## config.mk

```make
export PLATFORM = sky130hd
export DESIGN_NAME = pipe_mem_arbiter_flat
export DESIGN_NICKNAME = d
export VERILOG_FILES = /design/src/rtl/pipe_mem_arbiter_if.sv /design/src/rtl/pipe_mem_arbiter.sv /design/src/flat_wrapper.sv
export SDC_FILE = /design/constraint.sdc
export NUM_CORES = 1
export LEC_CHECK = 0
export ABC_AREA = 1
export CAP_MARGIN = 5
export CORE_MARGIN = 3
export CORE_UTILIZATION = 38
export CTS_CLUSTER_SIZE = 20
export DETAILED_ROUTE_END_ITERATION = 12
export PLACE_DENSITY = 0.76
export SYNTH_ARGS = -nofsm -noshare
export SYNTH_HDL_FRONTEND = slang
export SYNTH_SLANG_ARGS = --single-unit
```

## constraint.sdc

```tcl
create_clock -name clk -period 1.45 [get_ports clk]
set_input_delay 0.2175 -clock clk [delete_from_list [all_inputs] [get_ports clk]]
set_output_delay 0.2175 -clock clk [all_outputs]
set_load 0.1 [all_outputs]
```

## src/rtl/pipe_mem_arbiter_if.sv

```systemverilog
// Requester and memory signals of the fetch/data memory arbiter.
// slave = arbiter side, master = requesters plus the memory.
interface pipe_mem_arbiter_if #(
    parameter int ADDR_W = 10,
    parameter int DATA_W = 32
);
    // Each requester raises req and holds its command stable until its
    // one-cycle valid pulse. There is no ready signal. A req seen during
    // the valid cycle is not re-granted.
    logic              if_req;
    logic [ADDR_W-1:0] if_addr;
    logic              if_valid;
    logic [DATA_W-1:0] if_rdata;
    logic              d_req;
    logic              d_we;
    logic [ADDR_W-1:0] d_addr;
    logic [DATA_W-1:0] d_wdata;
    logic              d_valid;
    logic [DATA_W-1:0] d_rdata;
    logic              mem_en;
    logic              mem_we;
    logic [ADDR_W-1:0] mem_addr;
    logic [DATA_W-1:0] mem_wdata;
    logic [DATA_W-1:0] mem_rdata;
    logic              stall_if;
    logic              stall_mem;
    logic              busy;

    modport slave (
        input  if_req, if_addr, d_req, d_we, d_addr, d_wdata, mem_rdata,
        output if_valid, if_rdata, d_valid, d_rdata,
        output mem_en, mem_we, mem_addr, mem_wdata,
        output stall_if, stall_mem, busy
    );

    modport master (
        output if_req, if_addr, d_req, d_we, d_addr, d_wdata, mem_rdata,
        input  if_valid, if_rdata, d_valid, d_rdata,
        input  mem_en, mem_we, mem_addr, mem_wdata,
        input  stall_if, stall_mem, busy
    );
endinterface

```

## src/rtl/pipe_mem_arbiter.sv

```systemverilog
// Shares one fixed-latency single-port memory between fetch and data stages,
// one transaction at a time, data preferred with a fetch starvation guard.
module pipe_mem_arbiter #(
    parameter int ADDR_W     = 10,
    parameter int DATA_W     = 32,
    parameter int MEM_LAT    = 2,
    parameter int STARVE_MAX = 4
) (
    input  logic                             clk,
    input  logic                             reset,
    pipe_mem_arbiter_if.slave                bus,
    output logic [1:0]                       dbg_state_o,
    output logic [$clog2(STARVE_MAX+1)-1:0]  dbg_starve_o
);
    localparam int LAT_W = $clog2(MEM_LAT + 1);
    localparam int STV_W = $clog2(STARVE_MAX + 1);

    typedef enum logic [1:0] {IDLE, ISSUE, WAIT, DONE} state_e;
    typedef enum logic [1:0] {OWN_NONE, OWN_FETCH, OWN_DATA} owner_e;

    state_e            state_q;
    owner_e            owner_q;
    logic [LAT_W-1:0]  lat_cnt_q;
    logic [STV_W-1:0]  starve_cnt_q, starve_cnt_d;
    logic              mem_en_q, mem_we_q;
    logic              if_valid_q, d_valid_q;
    logic [ADDR_W-1:0] mem_addr_q;
    logic [DATA_W-1:0] mem_wdata_q, if_rdata_q, d_rdata_q;
    logic              grant_fetch, grant_data;

    // Data wins unless fetch has already waited out STARVE_MAX data grants.
    always_comb begin
        grant_fetch  = 1'b0;
        grant_data   = 1'b0;
        starve_cnt_d = starve_cnt_q;
        if (state_q == IDLE) begin
            if (bus.d_req && !(bus.if_req && starve_cnt_q == STV_W'(STARVE_MAX)))
                grant_data = 1'b1;
            else if (bus.if_req)
                grant_fetch = 1'b1;

            if (grant_fetch || !bus.if_req)
                starve_cnt_d = '0;
            else if (grant_data && starve_cnt_q != STV_W'(STARVE_MAX))
                starve_cnt_d = starve_cnt_q + STV_W'(1);
        end
    end

    always_ff @(posedge clk) begin
        if (reset) begin
            state_q      <= IDLE;
            owner_q      <= OWN_NONE;
            lat_cnt_q    <= '0;
            starve_cnt_q <= '0;
            mem_en_q     <= 1'b0;
            mem_we_q     <= 1'b0;
            mem_addr_q   <= '0;
            mem_wdata_q  <= '0;
            if_valid_q   <= 1'b0;
            d_valid_q    <= 1'b0;
            if_rdata_q   <= '0;
            d_rdata_q    <= '0;
        end else begin
            starve_cnt_q <= starve_cnt_d;
            case (state_q)
                IDLE: begin
                    if (grant_fetch || grant_data) begin
                        owner_q    <= grant_fetch ? OWN_FETCH : OWN_DATA;
                        mem_en_q   <= 1'b1;
                        mem_we_q   <= grant_data & bus.d_we;
                        mem_addr_q <= grant_fetch ? bus.if_addr : bus.d_addr;
                        if (grant_data)
                            mem_wdata_q <= bus.d_wdata;
                        state_q    <= ISSUE;
                    end
                end
                ISSUE: begin
                    mem_en_q <= 1'b0;
                    mem_we_q <= 1'b0;
                    if (mem_we_q) begin
                        d_valid_q <= 1'b1;
                        state_q   <= DONE;
                    end else begin
                        lat_cnt_q <= LAT_W'(MEM_LAT);
                        state_q   <= WAIT;
                    end
                end
                WAIT: begin
                    lat_cnt_q <= lat_cnt_q - LAT_W'(1);
                    // Count of 1 marks the cycle mem_rdata is valid.
                    if (lat_cnt_q == LAT_W'(1)) begin
                        if (owner_q == OWN_FETCH) begin
                            if_rdata_q <= bus.mem_rdata;
                            if_valid_q <= 1'b1;
                        end else begin
                            d_rdata_q <= bus.mem_rdata;
                            d_valid_q <= 1'b1;
                        end
                        state_q <= DONE;
                    end
                end
                DONE: begin
                    if_valid_q <= 1'b0;
                    d_valid_q  <= 1'b0;
                    owner_q    <= OWN_NONE;
                    state_q    <= IDLE;
                end
            endcase
        end
    end

    assign bus.mem_en    = mem_en_q;
    assign bus.mem_we    = mem_we_q;
    assign bus.mem_addr  = mem_addr_q;
    assign bus.mem_wdata = mem_wdata_q;
    assign bus.if_valid  = if_valid_q;
    assign bus.if_rdata  = if_rdata_q;
    assign bus.d_valid   = d_valid_q;
    assign bus.d_rdata   = d_rdata_q;
    assign bus.stall_if  = bus.if_req & ~if_valid_q;
    assign bus.stall_mem = bus.d_req & ~d_valid_q;
    assign bus.busy      = (state_q != IDLE);
    assign dbg_state_o   = state_q;
    assign dbg_starve_o  = starve_cnt_q;
endmodule

```

## src/flat_wrapper.sv

```systemverilog
// flat-port wrapper written by rule: the top's interface ports become plain ports
module pipe_mem_arbiter_flat 
#(
    parameter int ADDR_W     = 10,
    parameter int DATA_W     = 32,
    parameter int MEM_LAT    = 2,
    parameter int STARVE_MAX = 4
)
  (clk, reset, dbg_state_o, dbg_starve_o, bus_if_req, bus_if_addr, bus_d_req, bus_d_we, bus_d_addr, bus_d_wdata, bus_mem_rdata, bus_if_valid, bus_if_rdata, bus_d_valid, bus_d_rdata, bus_mem_en, bus_mem_we, bus_mem_addr, bus_mem_wdata, bus_stall_if, bus_stall_mem, bus_busy);
  pipe_mem_arbiter_if #(.ADDR_W(ADDR_W), .DATA_W(DATA_W)) bus_i ();
  input  logic clk;
  input  logic reset;
  output logic [1:0] dbg_state_o;
  output logic [$clog2(STARVE_MAX+1)-1:0] dbg_starve_o;
  input wire logic [$bits(bus_i.if_req)-1:0] bus_if_req;
  input wire logic [$bits(bus_i.if_addr)-1:0] bus_if_addr;
  input wire logic [$bits(bus_i.d_req)-1:0] bus_d_req;
  input wire logic [$bits(bus_i.d_we)-1:0] bus_d_we;
  input wire logic [$bits(bus_i.d_addr)-1:0] bus_d_addr;
  input wire logic [$bits(bus_i.d_wdata)-1:0] bus_d_wdata;
  input wire logic [$bits(bus_i.mem_rdata)-1:0] bus_mem_rdata;
  output wire logic [$bits(bus_i.if_valid)-1:0] bus_if_valid;
  output wire logic [$bits(bus_i.if_rdata)-1:0] bus_if_rdata;
  output wire logic [$bits(bus_i.d_valid)-1:0] bus_d_valid;
  output wire logic [$bits(bus_i.d_rdata)-1:0] bus_d_rdata;
  output wire logic [$bits(bus_i.mem_en)-1:0] bus_mem_en;
  output wire logic [$bits(bus_i.mem_we)-1:0] bus_mem_we;
  output wire logic [$bits(bus_i.mem_addr)-1:0] bus_mem_addr;
  output wire logic [$bits(bus_i.mem_wdata)-1:0] bus_mem_wdata;
  output wire logic [$bits(bus_i.stall_if)-1:0] bus_stall_if;
  output wire logic [$bits(bus_i.stall_mem)-1:0] bus_stall_mem;
  output wire logic [$bits(bus_i.busy)-1:0] bus_busy;
  assign bus_i.if_req = bus_if_req;
  assign bus_i.if_addr = bus_if_addr;
  assign bus_i.d_req = bus_d_req;
  assign bus_i.d_we = bus_d_we;
  assign bus_i.d_addr = bus_d_addr;
  assign bus_i.d_wdata = bus_d_wdata;
  assign bus_i.mem_rdata = bus_mem_rdata;
  assign bus_if_valid = bus_i.if_valid;
  assign bus_if_rdata = bus_i.if_rdata;
  assign bus_d_valid = bus_i.d_valid;
  assign bus_d_rdata = bus_i.d_rdata;
  assign bus_mem_en = bus_i.mem_en;
  assign bus_mem_we = bus_i.mem_we;
  assign bus_mem_addr = bus_i.mem_addr;
  assign bus_mem_wdata = bus_i.mem_wdata;
  assign bus_stall_if = bus_i.stall_if;
  assign bus_stall_mem = bus_i.stall_mem;
  assign bus_busy = bus_i.busy;
  pipe_mem_arbiter #(.ADDR_W(ADDR_W), .DATA_W(DATA_W), .MEM_LAT(MEM_LAT), .STARVE_MAX(STARVE_MAX)) u_core (.clk(clk), .reset(reset), .bus(bus_i), .dbg_state_o(dbg_state_o), .dbg_starve_o(dbg_starve_o));
endmodule
```

======== After elaboration in Yosys (flattened, before gate mapping) ========
Cells that the tools add are included.
storage, ports and cells
  flip-flop bits (word level) ............. 119
  input port bits ......................... 89
  output and inout port bits .............. 118
  logic and storage cells ................. 89
operators by class
  add/subtract/negate cells ............... 2
  equality and inequality tests ........... 13
  mux-type cells .......................... 30
  bitwise gates (word level) .............. 6
  reduce and logical (&&, ||, !) cells .... 26
operator list
  cell                   number
  $mux W1                15
  $reduce_and A2 Y1      6
  $reduce_and A3 Y1      4
  $reduce_bool A2 Y1     6
  $mux W10               1
  $mux W2                5
  $pmux W2 S2            2
  $pmux W2 S4            1
  $eq A2 B1 Y1 const B   3
  $mux W3                2
  $ne A2 B1 Y1 const B   3
  $ne A2 B2 Y1 const B   3
  $pmux W1 S2            3
  $eq A2 B2 Y1 const B   2
  $reduce_and A4 Y1      1
  $add A3 B1 Y3 const B  1
  $and A1 B1 Y1          3
  $eq A3 B3 Y1 const B   1
  $logic_and A1 B1 Y1    3
  $ne A3 B3 Y1 const B   1
  $not A1 Y1             3
  $pmux W1 S3            1
  $reduce_bool A3 Y1     1
  $logic_not A1 Y1       2
  other kinds (3)        4

======== Longest topological paths before layout ========
  word-level depth ........................ 10
  gate-level depth with buffers ........... 10
  depth with buffers taken out ............ 9

======== Least setup slack after synthesis ========
OpenSTA, ideal clock, no wires.
  kind .................................... reg-to-output
  start ................................... reg u_core.state_q[0] (netlist: u_core.dbg_state_o[0])
  end ..................................... out bus_busy
  data arrival time ....................... 2.284 ns
  data required time ...................... 1.233 ns
  setup slack ............................. -1.051 ns
  cell stages (with the launch flop) ...... 5
  path buffers ............................ 1
  cells stage by stage .................... dfxtp_1 > inv_1 > ha_1 > clkbuf_2 > inv_1
on the way
  cells in the longest elaborated chain, start to end .. 1
ends and longest elaborated chain
  element                 RTL line                 RTL
  from (decl)             pipe_mem_arbiter.sv:21   state_e state_q;
  from (signal assigned)  pipe_mem_arbiter.sv:51   state_q <= IDLE;
  from (signal assigned)  pipe_mem_arbiter.sv:74   state_q <= ISSUE;
  from (signal assigned)  pipe_mem_arbiter.sv:82   state_q <= DONE;
  $reduce_bool A2 Y1      pipe_mem_arbiter.sv:122  assign bus.busy = (state_q != IDLE);
  to (decl)               flat_wrapper.sv:32       output wire logic [$bits(bus_i.busy)-1:0] bus_busy;
Every way passes these cells.

======== Worst setup path after layout ========
Same ends and word-level chain as after synthesis.

==> qor.txt <==
CP bufs+invs = 4
LEAKAGE = 0.003571 µW
overall routing resource usage = 0.2283
sw frac = 0.4128
reg-to-reg startpoint = u_core.dbg_state_o[1]
root buffer cell = clkbuf_16
Net Switching = 7170 µW
DRT antenna net count = 0
synth cell count leaders = nand2_1, dfxtp_1, a21oi_1
CTS tree = built
Reg clk slew, reported paths = 0.05 ns
CP Class = reg2out
outcome = finished, violations left
final WL = 16,680 µm
Post-Synthesis Cells = 601
met2 WL = 8794 µm
min Tclk post-route = 1.543 ns
Worst Tran Pin Value = 0.3616 ns
DRC viols = 0
DRT met1 WL = 6187 µm
delay-heaviest family, CP = buffers and inverters
final-report max-slew violation count = 0
Slew HR = 0.7589
Distinct cells, synth = 28
hold-critical path depth = 3
Vias = 5,033
Placer Congestion = 0.8184
Logic pwr share = 0.475
CP cell instances = inv_6, ha_4, buf_6, clkinvlp_4, buf_12
area of the mapped netlist = 4745 µm²
clk buf depth = 2
Post-DP HPWL = 11,190 µm
# diodes = 0
total gr overflow = 0
Seq. cell area = 2402 µm²
setup TNS = -0.6902 ns
Tcrit/Tclk final = 1.064
Fmax = 0.6479 GHz
Top Metal Used = met5
dpl cells = 959
sequential share of the synthesized area = 0.5021
largest net degree at the start of global routing = 49
initial antenna violation count = 1
Max stage delay cell, worst path = dfxtp_4
worst r2r dst = u_core.bus.d_rdata[23]
fill count = 823
routed length per instance = 16.58 µm
Worst Slack Setup Final = -0.09349 ns
vias per cell = 5.003
H-tree depth = 4
vias in the first global route = 5,094
Syn Nets = 698
footprint of the multi-input gates = 2011 µm²
number of synthesized flops with an enable pin = 0
number of port buffers = 206
number of synthesized register bits = 119
hold path endpoint = u_core.bus.mem_wdata[23]
YS warnings = 0
Fin Clk Skew = 0.01293 ns
clock share of power = 0.282
row count = 40
Final Hold Fails = 0
Reg power frac = 0.243
maximum VDD drop = 1681 µV
Ports = 207
min-delay src = reset
syn_area_per_cell = 7.894 µm²
Post-layout nets = 922
core footprint = 12,110 µm²
share of post-route cells with drive strength above 1 = 0.2768
Max Cap Viol = 0
Hold Path Class = in2reg
Clock Latency Late Sink = 0.42 ns
P&R area growth vs syn = 94.57%
die height = 117.7 µm
clk sinks = 119
drt first pass iters = 5
Critical Path Start Type = flop
unrepaired setup endpoints after global routing = yes
fraction of registers with async set/reset = 0
main flop type after synthesis = dfxtp_1
Synth area leader = dfxtp_1
count leader, synth = nand2_1
worst-path maximum fanout = 3
Critical Path RT = 1.23 ns
main area contributors after synthesis = dfxtp_1, nand2_1, a21oi_1, nand3_1, inv_1
CTS Buf Count = 17
Reg2Reg Setup Slack = -0.08 ns
R2R cell count = 6
Final Non-Filler Cells = 1,006
slowest cell delay on critical path = 0.36 ns
Setup-failing EPs final = 23
area share of the largest cell type after synthesis = 0.5021
Internal = 10,200 µW
Critical Path End Type = output port
DIE WIDTH = 117.7 µm
first-pass GRT wire length = 25,570 µm
failing checks = negative setup slack
PD cells = 1881 nW/µm²
initial core utilization = 0.3917
met3 routed WL = 1446 µm
CP arrival = 1.33 ns
Die ar. = 13,860 µm²
initial drt markers = 374
timing repair:
item | CTS | global route
hold buffers | 0 | 0
cloned | 1 | 6
resized for setup | 13 | 32
pin swaps | 3 | 2
endpoints found under the setup margin | 69 | 92
buffers inserted | 4 | 4
sequential cells by signal (all words and copies together), names as in the netlist, 2 cells and up:
signal / cells
u_core.bus.d_rdata: 32
u_core.bus.if_rdata: 32
u_core.bus.mem_wdata: 32
u_core.bus.mem_addr: 10
u_core.dbg_starve_o: 3
u_core.dbg_state_o: 2
u_core.lat_cnt_q: 2
u_core.owner_q: 2
power by group through the flow:
stage | sequential (µW) | combinational, µW | clock [µW]
finish | 4220 | 8260 | 4900
global route | 4270 | 8670 | 5130
CTS | 4220 | 7780 | 4940
detailed placement | 4270 | 7550 | 0
global placement | 4240 | 7400 | 0
floorplan | 6860 | 2190 | 0
worst max path at each step:
stage | start | slack (ns) | cells past startpoint | endpoint
after detailed placement | bus_if_req | -0.20 | 6 | u_core.bus.mem_wdata[21]
after global routing | u_core.dbg_state_o[1] | -0.12 | 6 | u_core.bus.d_rdata[23]
final | u_core.dbg_state_o[0] | -0.09 | 5 | bus_busy
after global placement | bus_if_req | -0.12 | 6 | u_core.bus.mem_wdata[30]
after floorplan | u_core.dbg_state_o[1] | -0.15 | 7 | u_core.bus.if_rdata[22]
after CTS | u_core.dbg_state_o[0] | -0.1 | 5 | bus_busy
final cells by class:
type,instances,share of cell area
tap,168,0.02277
sequential,119,0.2602
clock buffer,19,0.04690
multi-input combinational,382,0.2178
inverter,62,0.02806
clock inverter,13,0.02724
timing repair buffer,242,0.3960
timing repair inverter,1,0.0009488
cell usage in the layout (no fill, tap or decap), types with 9 or more instances in the layout:
| master | synthesis | final |
|---|---|---|
| a21oi_1 | 103 | 95 |
| a21oi_2 | 1 | 9 |
| buf_12 | 0 | 125 |
| buf_4 | 5 | 20 |
| clkbuf_16 | 0 | 19 |
| clkdlybuf4s50_1 | 0 | 86 |
| dfxtp_1 | 119 | 111 |
| inv_1 | 58 | 54 |
| nand2_1 | 139 | 135 |
| nand3_1 | 56 | 56 |
| nor2_1 | 12 | 9 |
| o21a_1 | 10 | 10 |
| o21ai_0 | 37 | 28 |
| o21ai_1 | 0 | 9 |
through the flow:
stage	hold slack, ns	util	power, µW	worst slack (ns)	cell area (µm²)
global route	0.2988	0.7622	18060	-0.1250	9231
CTS	0.2746	0.7448	16940	-0.09578	9021
global placement	0.4628	0.6803	11640	-0.1162	8239
floorplan	0.3602	-	9052	-0.1454	4822
finish	0.2892	0.7622	17370	-0.09349	9231
detailed placement	0.4725	0.6803	11820	-0.1981	8239
routing by layer:
metal,vias up,track usage
met1,2366,0.2439
met3,27,0.09803
met2,224,0.4057
li1,2414,-
met4,2,0.07253
met5,-,0
worst register-to-register path: stages (launching register included):
cell	delay [ns]
dfxtp_4	0.36
buf_4	0.12
ha_2	0.22
nand3_2	0.16
buf_12	0.20
o21ai_0	0.24
a21oi_1	0.10
kinds of logic (layout without fill, tap and decap cells):
| kind of cell | Yosys count | count (layout) | synth area share |
|---|---|---|---|
| simple gates | 215 | 217 | 0.1951 |
| compound gates | 155 | 155 | 0.1735 |
| flops | 119 | 119 | 0.5021 |
| buf+inv | 102 | 337 | 0.1044 |
| fa+ha+maj | 8 | 8 | 0.02110 |
| xor+xnor | 2 | 2 | 0.003693 |
Note: power is estimated with default switching activity, not from simulation.
